`src/rtl/hazard_pkg.sv`:
```
// hazard_pkg
//   Shared encodings for the pipeline hazard controller.
//   - optype_t : hazard optype carried by each instruction (NONE/ALU/LOAD/STORE)
//   - fwd_t    : ID-stage operand forward select
//   - is_producer(): true when a stage record writes a register that can be forwarded
package hazard_pkg;

    typedef enum logic [1:0] {
        OP_NONE  = 2'b00,
        OP_ALU   = 2'b01,
        OP_LOAD  = 2'b10,
        OP_STORE = 2'b11
    } optype_t;

    typedef enum logic [1:0] {
        FWD_RF    = 2'd0,
        FWD_EX    = 2'd1,
        FWD_MEM   = 2'd2,
        FWD_MEMLD = 2'd3
    } fwd_t;

    // Register x0 is hard-wired, so a record with rd==0 never produces.
    function automatic logic is_producer(input optype_t op, input logic rd_nonzero);
        return ((op == OP_ALU) || (op == OP_LOAD)) && rd_nonzero;
    endfunction

endpackage

```
`src/rtl/hazard_fwd_sel.sv`:
```
// hazard_fwd_sel
//   Combinational forward selector for one ID-stage source operand.
//   Ports:
//     rs_use, rs        : operand is read / its register index
//     ex_op, ex_rd      : producer record currently in EX
//     mem_op, mem_rd    : producer record currently in MEM
//     fwd               : selected operand source (FWD_RF/EX/MEM/MEMLD)
//   WB never needs a bypass because the register file writes before it reads.
module hazard_fwd_sel
    import hazard_pkg::*;
#(
    parameter int unsigned REG_AW = 5
) (
    input  logic              rs_use,
    input  logic [REG_AW-1:0] rs,
    input  optype_t           ex_op,
    input  logic [REG_AW-1:0] ex_rd,
    input  optype_t           mem_op,
    input  logic [REG_AW-1:0] mem_rd,
    output fwd_t              fwd
);

    logic ex_hit;
    logic mem_hit;

    always_comb begin
        ex_hit  = rs_use && (rs == ex_rd)  && is_producer(ex_op,  ex_rd  != '0);
        mem_hit = rs_use && (rs == mem_rd) && is_producer(mem_op, mem_rd != '0);

        fwd = FWD_RF;
        // A load still in EX has no data yet; that case is handled by the
        // load-use stall, so it falls through to the MEM checks here.
        if (ex_hit && (ex_op == OP_ALU))
            fwd = FWD_EX;
        else if (mem_hit && (mem_op == OP_ALU))
            fwd = FWD_MEM;
        else if (mem_hit && (mem_op == OP_LOAD))
            fwd = FWD_MEMLD;
    end

endmodule

```
`src/rtl/hazard_ctrl_unit.sv`:
```
// hazard_ctrl_unit
//   Hazard controller for a 5-stage RV32I pipeline with branch resolution
//   and operand read in ID. Tracks producer records in EX/MEM/WB and drives
//   forwarding selects, load-use stalls, branch flushes and pipeline enables.
//   Ports:
//     clk, rst                       : clock, async active-high reset
//     rs1use_ID/rs2use_ID, rs1_ID/rs2_ID, rd_ID, hazard_optype_ID
//                                    : ID-stage decode hazard info
//     Branch_ID                      : redirect taken in ID
//     mem_busy                       : external memory stall, freezes the pipe
//     forward_ctrl_A/B               : rs1/rs2 forward selects
//     forward_ctrl_ls                : MEM store takes data from WB load result
//     PC_EN_IF, reg_*_EN, reg_*_flush: pipeline register controls
//     stall_cnt, flush_cnt           : perf counters
//   Optional feature: define HAZARD_PERF_CNT_EN to build the stall/flush
//   counters; otherwise they read as zero and no counter flops exist.
module hazard_ctrl_unit
    import hazard_pkg::*;
#(
    parameter int unsigned REG_AW = 5,
    parameter int unsigned CNT_W  = 32
) (
    input  logic              clk,
    input  logic              rst,
    input  logic              rs1use_ID,
    input  logic              rs2use_ID,
    input  logic [REG_AW-1:0] rs1_ID,
    input  logic [REG_AW-1:0] rs2_ID,
    input  logic [REG_AW-1:0] rd_ID,
    input  logic [1:0]        hazard_optype_ID,
    input  logic              Branch_ID,
    input  logic              mem_busy,
    output logic [1:0]        forward_ctrl_A,
    output logic [1:0]        forward_ctrl_B,
    output logic              forward_ctrl_ls,
    output logic              PC_EN_IF,
    output logic              reg_FD_EN,
    output logic              reg_FD_flush,
    output logic              reg_DE_EN,
    output logic              reg_DE_flush,
    output logic              reg_EM_EN,
    output logic              reg_MW_EN,
    output logic [CNT_W-1:0]  stall_cnt,
    output logic [CNT_W-1:0]  flush_cnt
);

    optype_t           id_op;
    optype_t           ex_op,  mem_op,  wb_op;
    logic [REG_AW-1:0] ex_rd,  mem_rd,  wb_rd;
    logic              ex_lsp, mem_lsp, wb_lsp;

    logic ex_load;
    logic rs1_haz;
    logic rs2_haz;
    logic load_use;
    logic id_lsp;
    fwd_t fwd_a;
    fwd_t fwd_b;

    assign id_op = optype_t'(hazard_optype_ID);

    hazard_fwd_sel #(.REG_AW(REG_AW)) u_fwd_a (
        .rs_use (rs1use_ID),
        .rs     (rs1_ID),
        .ex_op  (ex_op),
        .ex_rd  (ex_rd),
        .mem_op (mem_op),
        .mem_rd (mem_rd),
        .fwd    (fwd_a)
    );

    hazard_fwd_sel #(.REG_AW(REG_AW)) u_fwd_b (
        .rs_use (rs2use_ID),
        .rs     (rs2_ID),
        .ex_op  (ex_op),
        .ex_rd  (ex_rd),
        .mem_op (mem_op),
        .mem_rd (mem_rd),
        .fwd    (fwd_b)
    );

    always_comb begin
        ex_load  = (ex_op == OP_LOAD) && (ex_rd != '0);
        rs1_haz  = ex_load && rs1use_ID && (rs1_ID == ex_rd);
        rs2_haz  = ex_load && rs2use_ID && (rs2_ID == ex_rd);
        // A store only needs the loaded value as write data in MEM, so it can
        // proceed and pick the data up from WB later; an rs1 (address) hazard
        // still stalls.
        load_use = rs1_haz || (rs2_haz && (id_op != OP_STORE));
        id_lsp   = (id_op == OP_STORE) && rs2_haz && !rs1_haz;

        forward_ctrl_A  = fwd_a;
        forward_ctrl_B  = fwd_b;
        // Load and store advance in lockstep, so a pending store in MEM always
        // has its load in WB; a load record never carries ls_pend.
        forward_ctrl_ls = (mem_op == OP_STORE) && mem_lsp &&
                          (wb_op == OP_LOAD) && (wb_rd != '0) && !wb_lsp;

        PC_EN_IF     = !mem_busy && !load_use;
        reg_FD_EN    = !mem_busy && !load_use;
        reg_FD_flush = !mem_busy && !load_use && Branch_ID;
        reg_DE_EN    = !mem_busy;
        reg_DE_flush = !mem_busy && load_use;
        reg_EM_EN    = !mem_busy;
        reg_MW_EN    = !mem_busy;
    end

    always_ff @(posedge clk or posedge rst) begin
        if (rst) begin
            ex_op   <= OP_NONE;
            ex_rd   <= '0;
            ex_lsp  <= 1'b0;
            mem_op  <= OP_NONE;
            mem_rd  <= '0;
            mem_lsp <= 1'b0;
            wb_op   <= OP_NONE;
            wb_rd   <= '0;
            wb_lsp  <= 1'b0;
        end else if (!mem_busy) begin
            wb_op   <= mem_op;
            wb_rd   <= mem_rd;
            wb_lsp  <= mem_lsp;
            mem_op  <= ex_op;
            mem_rd  <= ex_rd;
            mem_lsp <= ex_lsp;
            if (load_use) begin
                ex_op  <= OP_NONE;
                ex_rd  <= '0;
                ex_lsp <= 1'b0;
            end else begin
                ex_op  <= id_op;
                ex_rd  <= rd_ID;
                ex_lsp <= id_lsp;
            end
        end
    end

`ifdef HAZARD_PERF_CNT_EN
    always_ff @(posedge clk or posedge rst) begin
        if (rst) begin
            stall_cnt <= '0;
            flush_cnt <= '0;
        end else begin
            if (reg_DE_flush)
                stall_cnt <= stall_cnt + 1'b1;
            if (reg_FD_flush)
                flush_cnt <= flush_cnt + 1'b1;
        end
    end
`else
    assign stall_cnt = '0;
    assign flush_cnt = '0;
`endif

endmodule
```
`config.mk`:
```
export PLATFORM = sky130hd
export DESIGN_NAME = hazard_ctrl_unit
export DESIGN_NICKNAME = d
export VERILOG_FILES = /design/src/rtl/hazard_pkg.sv /design/src/rtl/hazard_fwd_sel.sv /design/src/rtl/hazard_ctrl_unit.sv
export SDC_FILE = /design/constraint.sdc
export NUM_CORES = 1
export LEC_CHECK = 0
export ABC_AREA = 1
export CELL_PAD_IN_SITES_DETAIL_PLACEMENT = 1
export CELL_PAD_IN_SITES_GLOBAL_PLACEMENT = 1
export CORE_MARGIN = 2
export CORE_UTILIZATION = 25
export DETAILED_ROUTE_END_ITERATION = 10
export PLACE_DENSITY = 0.87
export SLEW_MARGIN = 20
export SYNTH_ARGS = -nofsm -noshare
export SYNTH_HDL_FRONTEND = slang
export SYNTH_SLANG_ARGS = --single-unit
```
`constraint.sdc`:
```
create_clock -name clk -period 1.68 [get_ports clk]
set_clock_uncertainty 0.1 [all_clocks]
set_input_delay 0.336 -clock clk [delete_from_list [all_inputs] [get_ports clk]]
set_output_delay 0.336 -clock clk [all_outputs]
set_load 0.05 [all_outputs]
```
======== Word level (Yosys, flattened, before mapping) ========
Cells that the tools add are included.
storage, ports and cells
  bits in registers ....................... 24
  bits in latches ......................... 0
  memory bits (writable) .................. 0
  memory bits (read-only) ................. 0
  input port bits ......................... 23
  output and inout bits ................... 76
  memories ................................ 0
operators by class
  add/subtract/negate cells ............... 0
  $mul .................................... 0
  div/mod/pow operators ................... 0
  magnitude comparators ................... 0
  equality and inequality tests ........... 12
  shifts and indexed selects .............. 0
  mux-type cells .......................... 9
  bitwise operators ....................... 0
  reduce and logical (&&, ||, !) cells .... 41
operators by type and width
  cell                number
  $logic_and 1x1->1   31
  $eq 5x5->1          4
  $reduce_bool 5->1   3
  $mux 2              7
  $eq 2x2->1 const B  5
  $mux 5              1
  $eq 2x1->1 const B  2
  $logic_not 1->1     4
  $logic_or 1x1->1    3
  $ne 2x2->1 const B  1
  $mux 1              1

======== Longest topological paths before layout ========
Gate-level depths: netlist (run 1).
  depth in word-level cells ............... 9
  mapped depth ............................ 10
  depth with buffers taken out ............ 9

======== Hierarchy ========
From an unflattened synthesis (run 1), not the netlist that was laid out.
unflattened totals
  cells, all modules ...................... 376
  area, all modules ....................... 2,436.1 um^2
modules (own cells, without submodules)
  module            times used  cells an instance  area each (um^2)
  hazard_ctrl_unit  1           254                1,845.5
  hazard_fwd_sel    2           61                 295.3

======== Worst setup path before layout (run 1) ========
Ideal clock, no wire load.
  path type ............................... flip-flop to output port
  start ................................... register mem_op[0]
  end ..................................... output forward_ctrl_B[1]
  arrival time ............................ 2.078 ns
  required time ........................... 1.244 ns
  setup slack ............................. -0.834 ns
  cell stages (with the launch flop) ...... 7
  path buffers ............................ 0
  path through ............................ dfrtp_1 -> inv_1 -> ha_1 -> o21bai_1 -> inv_1 -> nand3_1 -> nor3_1
on the way
  cells in the longest elaborated chain, start to end .. 8
RTL lines
  element                                   RTL line                                                      source
  start, declared                           hazard_ctrl_unit.sv:48                                        optype_t ex_op, mem_op, wb_op;
  start signal, assigned                    hazard_ctrl_unit.sv:123                                       mem_op <= ex_op;
  $eq 2x1->1 or $eq 2x2->1 (tied branches)  hazard_pkg.sv:24, hazard_fwd_sel.sv:35, hazard_fwd_sel.sv:37
  $logic_or 1x1->1                          hazard_pkg.sv:24                                              return ((op == OP_ALU) || (op == OP_LOAD)) && rd_nonzero;
  $logic_and 1x1->1                         hazard_pkg.sv:24
  $logic_and 1x1->1                         hazard_fwd_sel.sv:28                                          mem_hit = rs_use && (rs == mem_rd) && is_producer(mem_op, mem_rd != '0);
  $logic_and 1x1->1                         hazard_fwd_sel.sv:37                                          else if (mem_hit && (mem_op == OP_LOAD))
  $mux 2                                    hazard_fwd_sel.sv:37
  $mux 2 (*)                                hazard_fwd_sel.sv:35                                          else if (mem_hit && (mem_op == OP_ALU))
  $mux 2 (*)                                hazard_fwd_sel.sv:33                                          if (ex_hit && (ex_op == OP_ALU))
  end, declared                             hazard_ctrl_unit.sv:34                                        output logic [1:0] forward_ctrl_B,
Mark *: on every way between the ends. The rest lies on a longest branch, timed or not.

======== Worst setup path in the final report (run 1) ========
  start ................................... register ex_rd[1]
  end ..................................... output forward_ctrl_B[1]
on the way
  cells in the longest elaborated chain, start to end .. 5
RTL lines
  element                                          RTL line                                source
  start, declared                                  hazard_ctrl_unit.sv:49                  logic [REG_AW-1:0] ex_rd, mem_rd, wb_rd;
  start signal, assigned                           hazard_ctrl_unit.sv:132                 ex_rd <= rd_ID;
  $eq 5x5->1 or $reduce_bool 5->1 (tied branches)  hazard_fwd_sel.sv:27                    ex_hit = rs_use && (rs == ex_rd) && is_producer(ex_op, ex_rd != '0);
  $logic_and 1x1->1, on equally long branches      hazard_fwd_sel.sv:27, hazard_pkg.sv:24
  $logic_and 1x1->1 (*)                            hazard_fwd_sel.sv:27
  $logic_and 1x1->1 (*)                            hazard_fwd_sel.sv:33
  $mux 2 (*)                                       hazard_fwd_sel.sv:33
Marked as above.

==> flow_metrics.tcl, run 1 <==
set metrics [dict create \
    required_ps 1240 \
    yosysWarnings 0 \
    cp_slowest_stage_delay_ps 460 \
    power_switching_mw 0.922 \
    p_per_area_nw_per_um2 687 \
    clkPwrFrac_pct 16.6 \
    rsz0062_at_grt "true" \
    dp_slack_ps -697 \
    cpMostUsedCell "buf_6" \
    crit_path_end_kind "output pin" \
    vdd_ir_drop_max_mv 0.331 \
    start_util_pct 25.8 \
    hold_buffers 0 \
    drt_wl_total_um 6390 \
    arrival_ps 1800 \
    clock_latency_ps 260 \
    drive_gt1_share_pct 35.1 \
    p_seq_share_pct 34.3 \
    cpLargestDelayFamily "simple AND/OR/NAND/NOR gates" \
    final_max_slew_viol_count 0 \
    htree_num_levels 1 \
    fin_nets 363 \
    synth_ff_type "dfrtp_1" \
    path_cells "nor2_1 > nand4_1 > nand3b_1 > buf_6 > nor2_4 > nor3_4 > buf_6" \
    max_cap_violations 0 \
    cp-startpoint "ex_rd[1]$_DFFE_PP0N_" \
    cts_buffer_depth 2 \
    rows 32 \
    postPlaceCellArea_sq_um 2590 \
    syn-cell-area_sq_um 1990 \
    synth.largest_area_cell "dfrtp_1" \
    antenna_found_initial 0 \
    grt.total_usage_pct 13.6 \
    violations "setup timing" \
    tns_ps -5360 \
    worst_slack_ps -555 \
    cts-buffers-inserted 3 \
    netSwitchingFraction_pct 45.3 \
    drc 0 \
    syn_to_final_growth_pct 48.7 \
    vias_per_cell 4.14 \
    syn_avg_cell_area_sq_um 7.57 \
    fmax_ghz 0.447 \
    final_util_pct 38.3 \
    hp-class "in -> async" \
    yosys-top-cells-area "dfrtp_1 (30%), buf_4 (25%), nand2_1 (12%), inv_1 (4.3%), o21ai_0 (3.8%)" \
    dp_cells 422 \
    setup_viol 17 \
    synth_edf_count 0 \
    syn_inst 263 \
    dp_hpwl_um 4490 \
    synth_top_area_share_pct 30.2 \
    cp_max_fo 5 \
    wire_per_inst_um 14.7 \
    gp_congestion 0.866 \
    ioPinCount 99 \
    worstSetupPathType "reg -> out" \
    num_antenna_cells 0 \
    total_power_mw 2.03 \
    internal_power_mw 1.11 \
    antenna_left 0 \
    hold_viol 0 \
    vias 1803 \
    start_kind "register" \
    first_pass_iters 4 \
    r2r_start "ex_rd[4]$_DFFE_PP0N_" \
    cts_root_buffer "clkbuf_8" \
    crit_slowest_cell "dfrtp_2" \
    final_area_sq_um 2960 \
    ys_ff_latch 24 \
    yosysSeqAreaShare_pct 30.2 \
    path_clk_slew_ps 80 \
    clock-sinks 24 \
    grt_pass1_wl_um 9400 \
    ys_async_sr_fraction_pct 100 \
    core_sq_um 7730 \
    gr-total-overflow 0 \
    p_leak_nw 1.44 \
    grt_pass1_vias 1874 \
    die_w_um 93.3 \
    dieArea_sq_um 8700 \
    grt_start_max_net_pins 27 \
    final_cells 435 \
    fin_crit_ps 2240 \
    status "finished, violations left" \
    cts_tree "done" \
    initialDrtViolationCount 91 \
    ys_types 30 \
    pwr-share-comb_pct 49.1 \
    cp.buffers_inverters 2 \
    hold_ws_ps 321 \
    dieHeight_um 93.3 \
    numPortBuffers 34 \
    post-route-period-util_pct 133 \
]
-- repair_timing --
| action | CTS | global route |
|---|---|---|
| gates resized for setup | 47 | 26 |
| endpoints found under the setup margin | 20 | 17 |
| pin swaps | 37 | 15 |
| cloned | 0 | 0 |
| setup buffers | 7 | 4 |
-- final timing paths --
path / endpoint / slack [ps] / cells after the start
worst max-delay path: forward_ctrl_B[1] / -560 / 7
worst min-delay path: wb_rd[2]$_DFFE_PP0N_ / 320 / 3
worst max register to register: ex_lsp$_DFFE_PP0N_ / -190 / 9
worst min register to register: wb_rd[0]$_DFFE_PP0N_ / 420 / 2
max in group asynchronous: mem_rd[4]$_DFFE_PP0N_ / 890 / 3
min in group clk: wb_rd[0]$_DFFE_PP0N_ / 420 / 2
-- cells by family (layout without fill, tap and decap cells) --
family	after synthesis	in the layout	synth area share, %
buf+inv	98	105	31.3
flops	24	24	30.2
other cells	1	64	0.188
fa+ha+maj	5	5	3.14
xor+xnor	11	11	4.84
compound gates	22	22	6.16
simple gates	102	102	24.2
-- registers in the layout, indices dropped and copies added (netlist names) --
register  cells
wb_lsp        1
mem_rd        5
wb_op         2
ex_lsp        1
wb_rd         5
mem_lsp       1
ex_op         2
ex_rd         5
mem_op        2
-- routing by layer --
metal / vias to the layer above / global-route usage, % / wire length (um)
met4: 0 / 5.15 / 175
met2: 74 / 24.7 / 3430
met3: 14 / 1.37 / 282
li1: 835 / - / -
met1: 880 / 16.4 / 2510
met5: - / 0 / 0
-- worst min-delay path: cells and delay by family --
kind | cells | cell delay, ps
buf+inv | 3 | 750
-- synth_stat cells, types with 2 or more instances --
cell,number
clkbuf_1,2
nand3_1,6
xor2_1,5
inv_2,2
ha_1,5
nand3_4,2
nor2_1,8
nor3_1,4
o21bai_1,2
nor2_2,3
o21ai_0,15
nand4_1,10
inv_1,23
a21oi_1,2
buf_2,3
xnor2_1,6
dfrtp_1,24
nand2_2,2
buf_4,67
nand2_1,62
-- power groups by stage --
| stage | sequential, mW | clock (mW) | combinational [mW] |
|---|---|---|---|
| global placement | 0.691 | 0 | 0.808 |
| finish | 0.699 | 0.337 | 0.998 |
| CTS | 0.685 | 0.346 | 0.911 |
| detailed placement | 0.696 | 0 | 0.837 |
| global route | 0.706 | 0.367 | 1.06 |
| floorplan | 0.687 | 0 | 0.694 |
-- cells in the final DEF (no fill, tap or decap), drive strengths merged --
master and n:
a21oi 3, nand4 10, clkbuf 3, nor3 5
dfrtp 24, o22ai 1, ha 5, clkdlybuf4s50 12
dlymetal6s2s 1, inv 26, dlygate4sd2 9, nor4 1
buf 54, xnor2 6, xor2 5, nand3 8
nand3b 1, o21bai 2, nor2 12, nand2 64
a211oi 1, conb 64, or2 1, o21ai 15
-- cell type report --
class | instances | area [sq um]
Fill cell | 932 | 4760
Multi-Input combinational cell | 204 | 1300
Inverter | 26 | 97.6
Timing Repair Buffer | 76 | 791
Clock buffer | 3 | 41.3
Sequential cell | 24 | 608
Tap cell | 102 | 128
Power figures use the tool's default switching activity.
==> inputs of run 2 (changes only) <==
--- a/config.mk
+++ b/config.mk
@@ -11,7 +11,7 @@
 export CORE_MARGIN = 2
 export CORE_UTILIZATION = 25
 export DETAILED_ROUTE_END_ITERATION = 10
-export PLACE_DENSITY = 0.87
+export PLACE_DENSITY_LB_ADDON = 0.1
 export SLEW_MARGIN = 20
 export SYNTH_ARGS = -nofsm -noshare
 export SYNTH_HDL_FRONTEND = slang
==> run 2 against run 1 <==
The run still ends with setup timing left. Critical path depth stayed put. Maximum frequency grew 0.88%. Sequential power shrank 2%. Sequential cell count stayed put. Power rose by 2.8%. First-iteration DRC count shrank 41%. Via count fell by 6.9%. Core utilization is 1.2 points lower. Cell area is 3.1% lower. Setup slack better by 19 ps. Combinational power fell by 12%. Routed wire length shrank 21%.
==> flow_metrics.tcl, run 2 (same netlist as run 1, synthesis figures left out) <==
set metrics [dict create \
    initialDrtViolationCount 54 \
    path_clk_slew_ps 90 \
    rows 32 \
    cp_slowest_stage_delay_ps 460 \
    final_common_cell "conb_1" \
    gp_congestion 0.757 \
    pwr-share-comb_pct 42.1 \
    hp-class "in -> async" \
    die_w_um 93.3 \
    path_cells "xnor2_2 > nand3_2 > nor2_4 > buf_12 > nand3_4 > a21oi_4 > buf_12" \
    fmax_ghz 0.451 \
    start_util_pct 25.8 \
    worst_slack_ps -536 \
    drive_gt1_share_pct 30.0 \
    violations "setup timing" \
    cts-buffers-inserted 3 \
    dieArea_sq_um 8700 \
    grt_start_max_net_pins 25 \
    p_per_area_nw_per_um2 729 \
    rsz0062_at_grt "true" \
    fin_nets 366 \
    power_switching_mw 0.861 \
    syn_to_final_growth_pct 44.2 \
    cts_root_buffer "clkbuf_8" \
    cpLargestDelayFamily "flip-flops" \
    final_area_sq_um 2870 \
    reg_top3 "ex_rd: 5 flops, mem_rd: 5 flops, wb_rd: 5 flops" \
    vias 1679 \
    netSwitchingFraction_pct 41.2 \
    grt_pass1_wl_um 7920 \
    ff2ff_path_depth 10 \
    postPlaceCellArea_sq_um 2610 \
    cpMostUsedCell "buf_12" \
    clock-sinks 24 \
    dp_hpwl_um 4070 \
    post-route-period-util_pct 132 \
    dieHeight_um 93.3 \
    r2r_start "ex_rd[4]$_DFFE_PP0N_" \
    required_ps 1240 \
    grt_pass1_vias 1618 \
    cts_buffer_depth 2 \
    hold_viol 0 \
    gr-total-overflow 0 \
    setup_viol 17 \
    ff2ff_setup_slack_ps -200 \
    core_sq_um 7730 \
    p_seq_share_pct 32.9 \
    drt_wl_total_um 5040 \
    p_leak_nw 1.45 \
    status "finished, violations left" \
    num_antenna_cells 0 \
    wire_per_inst_um 11.5 \
    worstSetupPathType "reg -> out" \
    final_cells 439 \
    total_power_mw 2.09 \
    start_kind "register" \
    vdd_ir_drop_max_mv 0.283 \
    arrival_ps 1780 \
    hold_buffers 0 \
    drc 0 \
    htree_num_levels 1 \
    first_pass_iters 4 \
    clock_latency_ps 270 \
    vias_per_cell 3.82 \
    numPortBuffers 34 \
    crit_slowest_cell "dfrtp_2" \
    crit_path_end_kind "output pin" \
    dp_cells 426 \
    timing.rr.end "ex_rd[4]$_DFFE_PP0N_" \
    grt.total_usage_pct 11.6 \
    max_cap_violations 0 \
    cp.buffers_inverters 2 \
    cp_max_fo 4 \
    clkPwrFrac_pct 25.0 \
    final_max_slew_viol_count 0 \
    hold_ws_ps 309 \
    cts_tree "done" \
    fin_crit_ps 2220 \
    antenna_left 0 \
    internal_power_mw 1.23 \
    antenna_found_initial 0 \
    layout_common_cells "conb_1 (64), nand2_1 (60), buf_4 (36), dfrtp_1 (21), inv_1 (18)" \
    dp_slack_ps -724 \
    ioPinCount 99 \
    n_fill_cell 930 \
]
run 2: cell types whose count changed in the layout (fill, tap and decap cells not counted), sizes merged:
cell and change:
inv -1, dlymetal6s2s +2, buf +3, clkinv +1
clkdlybuf4s50 -1, dlygate4sd2 -1, bufinv +1
run 2: power groups by stage:
| stage | Clock [mW] | Combinational [mW] | Sequential [mW] |
|---|---|---|---|
| after floorplan | 0 | 0.694 | 0.687 |
| after global placement | 0 | 0.834 | 0.693 |
| after detailed placement | 0 | 0.837 | 0.694 |
| after CTS | 0.537 | 0.869 | 0.686 |
| after global routing | 0.568 | 0.952 | 0.695 |
| final | 0.524 | 0.881 | 0.687 |
run 2: metrics by stage:
stage | TNS, ps | util [%]
finish | -5300 | 37.2
global route | -7170 | 37.2
CTS | -6100 | 36.3
detailed placement | -7750 | 33.8
global placement | -7460 | 33.8
floorplan | -1370 | -
run 2: timing repair:
| action | in CTS | in global routing |
|---|---|---|
| setup endpoints to repair | 20 | 19 |
| endpoints found under the hold margin | 0 | 0 |
| setup buffers | 6 | 4 |
| pin swaps | 8 | 8 |
| resized for setup | 31 | 14 |
run 2: worst max-delay path by stage:
stage	startpoint	end	slack (ps)	depth (start not counted)
6_report	ex_rd[4]$_DFFE_PP0N_	reg_DE_flush	-540	7
4_1_cts	ex_rd[0]$_DFFE_PP0N_	reg_DE_flush	-590	10
5_1_grt	ex_op[0]$_DFFE_PP0N_	forward_ctrl_A[0]	-630	6
2_1_floorplan	mem_op[0]$_DFFE_PP0N_	forward_ctrl_A[1]	-260	6
3_5_place_dp	rs2_ID[1]	forward_ctrl_B[1]	-720	7
3_3_place_gp	rs2_ID[4]	forward_ctrl_B[0]	-680	8
run 2: routing by layer:
metal / share of wire (%) / global-route usage (%) / vias up
li1: - / - / 838
met1: 45 / 15.9 / 778
met2: 49 / 18.9 / 58
met3: 4.2 / 1.37 / 5
met4: 1.4 / 4.04 / 0
met5: 0 / 0 / -
run 2: area by class of cell:
class / instances / area, sq um / area share, %
Multi-Input combinational cell: 204 / 1160 / 40.3
Timing Repair Buffer: 79 / 812 / 28.3
Tap cell: 102 / 128 / 4.44
Inverter: 26 / 97.6 / 3.40
Clock inverter: 1 / 30.0 / 1.05
Clock buffer: 3 / 41.3 / 1.44
Sequential cell: 24 / 604 / 21.0
run 2: worst register-to-register path: stages, from the launching register on:
cell	delay [ps]
dfrtp_2	460
xnor2_2	210
nand3_2	110
nor2_4	170
buf_12	120
nand3_4	100
buf_4	160
buf_6	100
buf_4	130
nand4_1	70
nand2_1	50
